## src/rtl/pcp_to_dest.sv

```systemverilog
// VLAN PCP classifier: buffers up to 15 header bytes, decides a 2-bit class, then streams the frame with a fixed tdest.
// Optional per-class frame counters on stat_frames when PCP_TO_DEST_STATS_EN is defined.
module pcp_to_dest #(
  parameter logic [15:0] PCP_MAP       = 16'hFA50,
  parameter logic [1:0]  DEFAULT_CLASS = 2'd0,
  parameter logic [15:0] TPID          = 16'h8100
) (
  input  logic         clk,
  input  logic         rstn,
  input  logic [7:0]   s_axis_tdata,
  input  logic         s_axis_tvalid,
  output logic         s_axis_tready,
  input  logic         s_axis_tlast,
  output logic [7:0]   m_axis_tdata,
  output logic         m_axis_tvalid,
  input  logic         m_axis_tready,
  output logic         m_axis_tlast,
  output logic [1:0]   m_axis_tdest
`ifdef PCP_TO_DEST_STATS_EN
  ,output logic [127:0] stat_frames
`endif
);

  typedef enum logic [1:0] {FILL, DRAIN, PASS} state_e;

  state_e      state_q, state_d;
  logic [7:0]  hdr_q [15];
  logic [3:0]  cnt_q, cnt_d;
  logic [3:0]  rd_q, rd_d;
  logic [3:0]  len_q, len_d;
  logic [1:0]  class_q, class_d;
  logic        frame_end_q, frame_end_d;
  logic        init_q;
  logic        fill_wr, fill_done, rd_last;
  logic [1:0]  class_dec;
  logic [2:0]  pcp;

  // Upstream is only told ready once reset has been released for a cycle.
  always_ff @(posedge clk or negedge rstn) begin
    if (!rstn) init_q <= 1'b0;
    else       init_q <= 1'b1;
  end

  assign fill_wr   = (state_q == FILL) && init_q && s_axis_tvalid;
  assign fill_done = fill_wr && (s_axis_tlast || cnt_q == 4'd14);
  assign rd_last   = (rd_q == len_q - 4'd1);
  assign pcp       = s_axis_tdata[7:5];

  // Byte 14 is never stored before the decision; it comes straight off the input beat.
  always_comb begin
    class_dec = DEFAULT_CLASS;
    if (cnt_q == 4'd14 && {hdr_q[12], hdr_q[13]} == TPID)
      class_dec = PCP_MAP[{pcp, 1'b0} +: 2];
  end

  always_ff @(posedge clk) begin
    if (fill_wr) hdr_q[cnt_q] <= s_axis_tdata;
  end

  always_comb begin
    state_d       = state_q;
    cnt_d         = cnt_q;
    rd_d          = rd_q;
    len_d         = len_q;
    class_d       = class_q;
    frame_end_d   = frame_end_q;
    s_axis_tready = 1'b0;
    m_axis_tvalid = 1'b0;
    m_axis_tdata  = 8'h00;
    m_axis_tlast  = 1'b0;
    case (state_q)
      FILL: begin
        s_axis_tready = init_q;
        if (fill_wr) begin
          cnt_d = cnt_q + 4'd1;
          if (fill_done) begin
            state_d     = DRAIN;
            len_d       = cnt_q + 4'd1;
            frame_end_d = s_axis_tlast;
            class_d     = class_dec;
            cnt_d       = 4'd0;
            rd_d        = 4'd0;
          end
        end
      end
      DRAIN: begin
        m_axis_tvalid = 1'b1;
        m_axis_tdata  = hdr_q[rd_q];
        m_axis_tlast  = frame_end_q && rd_last;
        if (m_axis_tready) begin
          rd_d = rd_q + 4'd1;
          if (rd_last) begin
            rd_d    = 4'd0;
            state_d = frame_end_q ? FILL : PASS;
          end
        end
      end
      PASS: begin
        s_axis_tready = m_axis_tready;
        m_axis_tvalid = s_axis_tvalid;
        m_axis_tdata  = s_axis_tdata;
        m_axis_tlast  = s_axis_tlast;
        if (s_axis_tvalid && m_axis_tready && s_axis_tlast) state_d = FILL;
      end
      default: state_d = FILL;
    endcase
  end

  always_ff @(posedge clk or negedge rstn) begin
    if (!rstn) begin
      state_q     <= FILL;
      cnt_q       <= 4'd0;
      rd_q        <= 4'd0;
      len_q       <= 4'd0;
      class_q     <= DEFAULT_CLASS;
      frame_end_q <= 1'b0;
    end else begin
      state_q     <= state_d;
      cnt_q       <= cnt_d;
      rd_q        <= rd_d;
      len_q       <= len_d;
      class_q     <= class_d;
      frame_end_q <= frame_end_d;
    end
  end

  assign m_axis_tdest = class_q;

`ifdef PCP_TO_DEST_STATS_EN
  logic [3:0][31:0] stat_q;

  always_ff @(posedge clk or negedge rstn) begin
    if (!rstn)          stat_q            <= '0;
    else if (fill_done) stat_q[class_dec] <= stat_q[class_dec] + 32'd1;
  end

  assign stat_frames = stat_q;
`endif

endmodule

```

## config.mk

```make
export PLATFORM = sky130hd
export DESIGN_NAME = pcp_to_dest
export DESIGN_NICKNAME = d
export VERILOG_FILES = /design/src/rtl/pcp_to_dest.sv
export SDC_FILE = /design/constraint.sdc
export NUM_CORES = 1
export LEC_CHECK = 0
export BUFFER_PORTS_ARGS = -buffer_cell sky130_fd_sc_hd__buf_2
export CORE_AREA = 10 10 156 158
export CTS_BUF_LIST = sky130_fd_sc_hd__clkbuf_16
export DETAILED_ROUTE_END_ITERATION = 8
export DIE_AREA = 0 0 166 168
export SKIP_LAST_GASP = 1
export SLEW_MARGIN = 20
export SYNTH_ARGS = -nofsm -noshare
export SYNTH_HDL_FRONTEND = slang
export SYNTH_SLANG_ARGS = --single-unit
```

## constraint.sdc

```tcl
create_clock -name clk -period 2.1 [get_ports clk]
set_clock_uncertainty 0.2 [all_clocks]
set_input_delay 0.42 -clock clk [delete_from_list [all_inputs] [get_ports clk]]
set_output_delay 0.42 -clock clk [all_outputs]
set_load 0.05 [all_outputs]
```

==> metrics.yaml, run 1 <==
yosys:
  syn_nets: 407
  post_synth_inst_count: 384
  ys_dominant_reg_cell: "sky130_fd_sc_hd__edfxtp_1"
  yosysWarningCount: 0
  synthArstFlopShare_pct: 12.3
  yosysUniqueCellTypes: 42
  avgSynthCellArea_um2: 16.3
  synth-seq-cells: 146
  edff_count_synth: 128
  ys_seq_area_share_pct: 68.8
  netlist_area_before_placement_um2: 6240
run_status:
  status: "finished with violations"
  violated_checks: "setup timing"
sta:
  period_share_pct: 134
  post-route-min-period_ns: 2.81
  setup_slack_ns: -0.713
  slew_viol_final: 0
  holdWs_ns: 0.205
  maxClockFrequency_mhz: 355
  final-hold-violation-count: 0
  report.final.setup_viol: 13
  grt_setup_unrepaired: "yes"
worst_hold_path:
  timing.hold.worst.class: "in2reg"
clock_network:
  worst_setup_hold_path_clk_slew_ns: 0.05
  cts-root-to-sink-buffers: 2
  cts.sink_count: 146
  cts_bufs_inserted: 17
  clkLatencyLatePin_ns: 0.41
  ctsHtreeMaxLevel: 4
  cts_tree: "yes"
  cell_at_the_root_of_the_clock_tree: "sky130_fd_sc_hd__clkbuf_16"
finish:
  number_of_antenna_diodes: 0
  seqCellArea_um2: 4300
  multiInputGateArea_um2: 2050
  fillCellCount: 1919
  fin_nets: 515
  layout.cells.most_common: "sky130_fd_sc_hd__edfxtp_1"
  mostFrequentLayoutCells: "sky130_fd_sc_hd__edfxtp_1, sky130_fd_sc_hd__buf_4, sky130_fd_sc_hd__mux4_2"
  area_growth_from_synthesis_to_layout_pct: 34.5
  drive_above_1_share_pct: 40.9
placement:
  placed_wire_length_estimate_mm: 9.65
  pre_cts_ws_ns: -0.500
  routabilityCongestion: 0.759
  buffer_ports.inserted: 25
power:
  total_power_w: 0.0100
  peakVddDrop_v: 0.000494
  power_leakage_nw: 2.93
  power_per_cell_area_nw_per_um2: 1190
route:
  dr.first_iter.drc_count: 216
  avgViaCountPerCell: 4.67
  remaining_drc_errors: 0
  final_antenna_net_count: 0
  routed_wirelength_mm: 13.7
  via_count: 3663
  first_pass_iters: 5
  route.detailed.wl_per_inst_um: 17.4
floorplanning:
  fp.dieH_um: 168
  die_w_um: 166
  pin_count: 26
  number_of_placement_rows: 54
  initial_utilization_pct: 29.1
  die-area_um2: 27900
  core_region_area_um2: 21400
global_routing:
  grt_first_pass_wirelength_mm: 22.1
  antenna_violations_before_repair: 0
  global_route.overflow_total: 0
  grt_pass1_vias: 3929
  grt_use_total_pct: 10.0
  grt_max_degree: 29
worst_setup_path:
  cp-start-kind: "flip-flop"
  worst_ep_required_time_ns: 1.48
  criticalPathCategory: "reg2out"
  critPathArrivalTime_ns: 2.19
  worstPathMaxFanout: 8
  setup.worst_path.end_class: "output pin"
run:
  maxCapViolations: 0
layout make-up:
| cell class | count | share of cell area [%] |
|---|---|---|
| Inverter | 8 | 0.358 |
| Tap cell | 280 | 4.17 |
| Clock buffer | 17 | 5.07 |
| Timing Repair Buffer | 106 | 12.7 |
| Clock inverter | 14 | 2.06 |
| Sequential cell | 146 | 51.2 |
| Multi-Input combinational cell | 213 | 24.4 |
cell families (layout without fill, tap and decap cells):
| logic type | count (synthesis) | in the layout | synth area share [%] |
|---|---|---|---|
| flops | 146 | 146 | 68.8 |
| simple gates | 74 | 74 | 6.11 |
| compound gates | 65 | 65 | 6.45 |
| mux | 55 | 55 | 13.5 |
| buf+inv | 25 | 145 | 1.86 |
| fa+ha+maj | 10 | 10 | 2.00 |
| xor+xnor | 8 | 8 | 1.24 |
| other cells | 1 | 1 | 0.0601 |
Yosys cell counts (2+ instances only):
cell | instances | area (µm²)
sky130_fd_sc_hd__edfxtp_1 | 128 | 3840
sky130_fd_sc_hd__mux4_2 | 22 | 495
sky130_fd_sc_hd__mux2i_1 | 21 | 210
sky130_fd_sc_hd__dfrtp_1 | 18 | 450
sky130_fd_sc_hd__nand2_1 | 18 | 67.6
sky130_fd_sc_hd__o21ai_0 | 18 | 90.1
sky130_fd_sc_hd__a21oi_1 | 17 | 85.1
sky130_fd_sc_hd__nor2_1 | 13 | 48.8
sky130_fd_sc_hd__mux2_2 | 11 | 124
sky130_fd_sc_hd__ha_1 | 10 | 125
sky130_fd_sc_hd__and2_1 | 8 | 50.1
sky130_fd_sc_hd__and3_1 | 8 | 50.1
sky130_fd_sc_hd__inv_1 | 8 | 30.0
sky130_fd_sc_hd__nand3_1 | 8 | 40.0
sky130_fd_sc_hd__o31ai_1 | 8 | 60.1
sky130_fd_sc_hd__o22ai_1 | 6 | 37.5
sky130_fd_sc_hd__buf_1 | 5 | 18.8
sky130_fd_sc_hd__buf_4 | 5 | 37.5
sky130_fd_sc_hd__o21bai_1 | 5 | 37.5
sky130_fd_sc_hd__xnor2_1 | 5 | 43.8
sky130_fd_sc_hd__a22o_1 | 4 | 35.0
sky130_fd_sc_hd__clkbuf_1 | 4 | 15.0
sky130_fd_sc_hd__nor3_1 | 4 | 20.0
sky130_fd_sc_hd__buf_2 | 3 | 15.0
sky130_fd_sc_hd__a221o_1 | 2 | 20.0
sky130_fd_sc_hd__nand2b_1 | 2 | 12.5
sky130_fd_sc_hd__nand3b_1 | 2 | 15.0
sky130_fd_sc_hd__nand4_1 | 2 | 12.5
sky130_fd_sc_hd__nor2b_1 | 2 | 12.5
sky130_fd_sc_hd__nor4_1 | 2 | 12.5
sky130_fd_sc_hd__nor4b_1 | 2 | 17.5
sky130_fd_sc_hd__or2_1 | 2 | 12.5
sky130_fd_sc_hd__xor2_1 | 2 | 17.5
routing by layer:
| metal | up-vias | global-route usage, % | wire length (µm) |
|---|---|---|---|
| met2 | 65 | 16.7 | 6880 |
| met1 | 1860 | 12.5 | 5980 |
| met4 | 0 | 3.51 | 149 |
| met5 | - | 0 | 0 |
| li1 | 1724 | - | - |
| met3 | 14 | 2.40 | 665 |
power by group:
group	total [W]	internal [W]	switching, W
logic	0.00354	0.00170	0.00184
registers	0.00345	0.00332	0.000121
clock network	0.00303	0.00196	0.00108
total	0.0100	0.00698	0.00304
through the flow:
stage | utilization [%] | area (µm²) | cells | setup TNS, ns
CTS | 38.7 | 8300 | 781 | -7.56
global route | 39.2 | 8400 | 784 | -8.29
detailed placement | 35.3 | 7550 | 748 | -4.53
global placement | 35.3 | 7550 | 748 | -4.00
finish | 39.2 | 8400 | 784 | -6.88
floorplan | - | 6370 | 384 | -2.98
flip-flops by register name, indices dropped and copies added (netlist names):
| register | count |
|---|---|
| len_q | 4 |
| cnt_q | 4 |
| state_q | 2 |
| m_axis_tdest | 2 |
| rd_q | 4 |
| hdr_q | 128 |
| init_q | 1 |
| frame_end_q | 1 |
critical path, cell delays in order, from the launching register on:
cell and delay [ns]:
sky130_fd_sc_hd__dfrtp_1 0.37, sky130_fd_sc_hd__buf_12 0.15, sky130_fd_sc_hd__mux4_2 0.53, sky130_fd_sc_hd__mux2i_1 0.20
sky130_fd_sc_hd__nor2_2 0.07, sky130_fd_sc_hd__a21oi_1 0.13, sky130_fd_sc_hd__buf_4 0.13, sky130_fd_sc_hd__o31ai_4 0.05
sky130_fd_sc_hd__buf_6 0.16
path summary, 6_finish.rpt:
kind	slack, ns	depth (start not counted)	to	start
max in group asynchronous	1.08	2	rd_q[0]	rstn
min	0.20	3	frame_end_q	s_axis_tlast
max reg2reg	-0.26	8	state_q[1]	state_q[0]
max	-0.71	8	m_axis_tdata[4]	rd_q[1]
min in group asynchronous	0.28	2	len_q[3]	rstn
min reg2reg	0.32	1	m_axis_tdest[1]	m_axis_tdest[1]
repair_timing:
action / in CTS / in global routing
hold endpoints to repair: 18 / 0
gates resized for setup: 35 / 21
hold buffers: 1 / 0
pin swaps: 1 / 5
endpoints found under the setup margin: 54 / 129
setup buffers: 2 / 3
(Power assumes the default switching activity.)
==> run 2: changes to the inputs <==
==> constraint.sdc (replaced) <==
create_clock -name clk -period 2.1 [get_ports clk]
set_clock_uncertainty 0.2 [all_clocks]
set_input_delay 0.21 -clock clk [delete_from_list [all_inputs] [get_ports clk]]
set_output_delay 0.21 -clock clk [all_outputs]
set_load 0.05 [all_outputs]
==> metrics.yaml, run 2 (synthesized netlist as in run 1, its figures left out) <==
placement:
  routabilityCongestion: 0.781  # +2.9%
  placed_wire_length_estimate_mm: 9.62  # -0.32%
  buffer_ports.inserted: 25  # unchanged
  post-place-cells: 725  # -3.1%
route:
  via_count: 3662  # -0.027%
  remaining_drc_errors: 0  # unchanged
  routed_wirelength_mm: 14.3  # +4.3%
  avgViaCountPerCell: 4.77  # +2.2%
  dr.first_iter.drc_count: 200  # -7.4%
  route.detailed.wl_per_inst_um: 18.6  # +6.6%
  final_antenna_net_count: 0  # unchanged
  first_pass_iters: 4  # -1
power:
  peakVddDrop_v: 0.000441  # -11%
  power_per_cell_area_nw_per_um2: 1200  # +0.27%
  power_leakage_nw: 2.84  # -2.9%
worst_hold_path:
  worstHoldPathCells: 1  # -2
  timing.hold.worst.class: "in2reg"
  hold_start: "s_axis_tdata[1]"
  holdPathEnd: "hdr_q[13][1]"
clock_network:
  cts-root-to-sink-buffers: 2  # unchanged
  cts_tree: "yes"
  cts_bufs_inserted: 17  # unchanged
  cts.sink_count: 146  # unchanged
  clkLatencyLatePin_ns: 0.42  # about the same
  worst_setup_hold_path_clk_slew_ns: 0.06  # about the same
  cell_at_the_root_of_the_clock_tree: "sky130_fd_sc_hd__clkbuf_16"
  ctsHtreeMaxLevel: 4  # unchanged
finish:
  area_growth_from_synthesis_to_layout_pct: 33.0
  number_of_antenna_diodes: 0  # unchanged
  drive_above_1_share_pct: 38.8  # -2.1 points
  layout.cells.non_filler: 767  # -2.2%
  fin_nets: 497  # -3.5%
  registers.top_by_ff_count: "hdr_q"
  layout.cells.most_common: "sky130_fd_sc_hd__edfxtp_1"
  largest_reg_flops: 128  # unchanged
  mostFrequentLayoutCells: "sky130_fd_sc_hd__edfxtp_1, sky130_fd_sc_hd__buf_4, sky130_fd_sc_hd__mux4_2"
  fillCellCount: 1920  # +0.052%
  final_core_util_pct: 38.7  # -0.45 points
global_routing:
  grt_first_pass_wirelength_mm: 22.3  # +0.62%
  grt_pass1_vias: 3804  # -3.2%
  grt_use_total_pct: 10.2  # +0.19 points
  antenna_violations_before_repair: 1  # +1
  global_route.overflow_total: 0  # unchanged
  grt_max_degree: 30  # +3.4%
run_status:
  violated_checks: "setup timing"
  status: "finished with violations"
worst_setup_path:
  criticalPathCategory: "reg2out"
  worstPathMaxFanout: 6  # -2
  rr_worst_depth: 6  # -2
  crit-reg2reg-capture: "state_q[1]"
  reg2reg_setup_slack_ns: -0.11  # +0.15 ns
  cp-start-kind: "flip-flop"
  worst_ep_required_time_ns: 1.69  # +0.21 ns
  setup.worst_path.end_class: "output pin"
  r2r-start: "state_q[1]"
  critPathArrivalTime_ns: 2.18  # about the same
floorplanning:
  initial_utilization_pct: 29.1  # unchanged
  core_region_area_um2: 21400  # unchanged
  fp.dieH_um: 168  # unchanged
  pin_count: 26  # unchanged
  number_of_placement_rows: 54  # unchanged
  die-area_um2: 27900  # unchanged
  die_w_um: 166  # unchanged
run:
  maxCapViolations: 0  # unchanged
sta:
  report.final.setup_viol: 11  # -2
  period_share_pct: 123  # -11 points
  maxClockFrequency_mhz: 387  # +8.7%
  setup_slack_ns: -0.487  # +0.226 ns
  final-hold-violation-count: 0  # unchanged
  post-route-min-period_ns: 2.59  # -0.226 ns
  slew_viol_final: 0  # unchanged
  grt_setup_unrepaired: "yes"
-- run 2: cell types whose count changed in the layout (fill, tap and decap cells not counted), sizes merged --
cell and delta:
buf -24, clkinvlp +1, clkbuf +1, clkinv -5
inv +8, bufinv -3, dlygate4sd3 +5
-- run 2: worst max path at each step --
stage                from         endpoint  depth (start not counted)
2_1_floorplan  state_q[1]  m_axis_tdata[1]                          5
3_3_place_gp      rd_q[1]  m_axis_tdata[4]                          8
3_5_place_dp      rd_q[1]  m_axis_tdata[3]                          8
4_1_cts           rd_q[1]  m_axis_tdata[3]                          7
5_1_grt           rd_q[1]  m_axis_tdata[3]                          7
6_report          rd_q[1]  m_axis_tdata[3]                          7
-- run 2: area by class of cell --
class                      instances  area, µm²  area share, %
sequential                       146       4300           51.8
multi-input combinational        213       2060           24.8
timing repair buffer              88        972           11.7
clock buffer                      17        425           5.13
tap                              280        350           4.22
clock inverter                    15        164           1.97
inverter                           8       30.0          0.362
-- run 2: critical path, stage by stage (launching register included) --
cell and delay, ns:
sky130_fd_sc_hd__dfrtp_1 0.39, sky130_fd_sc_hd__buf_12 0.15, sky130_fd_sc_hd__mux4_2 0.54, sky130_fd_sc_hd__mux2i_1 0.15
sky130_fd_sc_hd__nor2_1 0.06, sky130_fd_sc_hd__a21oi_2 0.20, sky130_fd_sc_hd__o31ai_4 0.11, sky130_fd_sc_hd__buf_6 0.16
-- run 2: timing repair --
item | in CTS | in global routing
hold buffers | 6 | 0
resized for setup | 47 | 12
pin swaps | 7 | 4
gates cloned | 0 | 1
setup endpoints to repair | 68 | 61
endpoints found under the hold margin | 83 | 0
setup buffers | 3 | 1
-- run 2: metal layers --
layer	global-route usage [%]	share of wire (%)
met5	0	0.070
met4	2.35	0.76
met3	3.59	5.0
met2	16.7	50
met1	12.7	44
-- run 2: stage by stage --
stage	area (µm²)	setup TNS [ns]	total power (W)	hold WS [ns]	setup slack, ns
finish	8300	-4.12	0.00993	0.0197	-0.487
floorplan	6360	-1.16	0.00557	-0.286	-0.149
CTS	8220	-4.24	0.00993	0.00295	-0.501
global placement	7390	-1.21	0.00654	-0.0151	-0.179
detailed placement	7390	-4.94	0.00663	-0.0138	-0.199
global route	8300	-5.08	0.0104	0.0269	-0.573
-- run 2: power by group --
| part | switching (W) | internal, W |
|---|---|---|
| logic | 0.00183 | 0.00169 |
| registers | 0.000129 | 0.00332 |
| clock network | 0.00128 | 0.00169 |
| total | 0.00323 | 0.00670 |
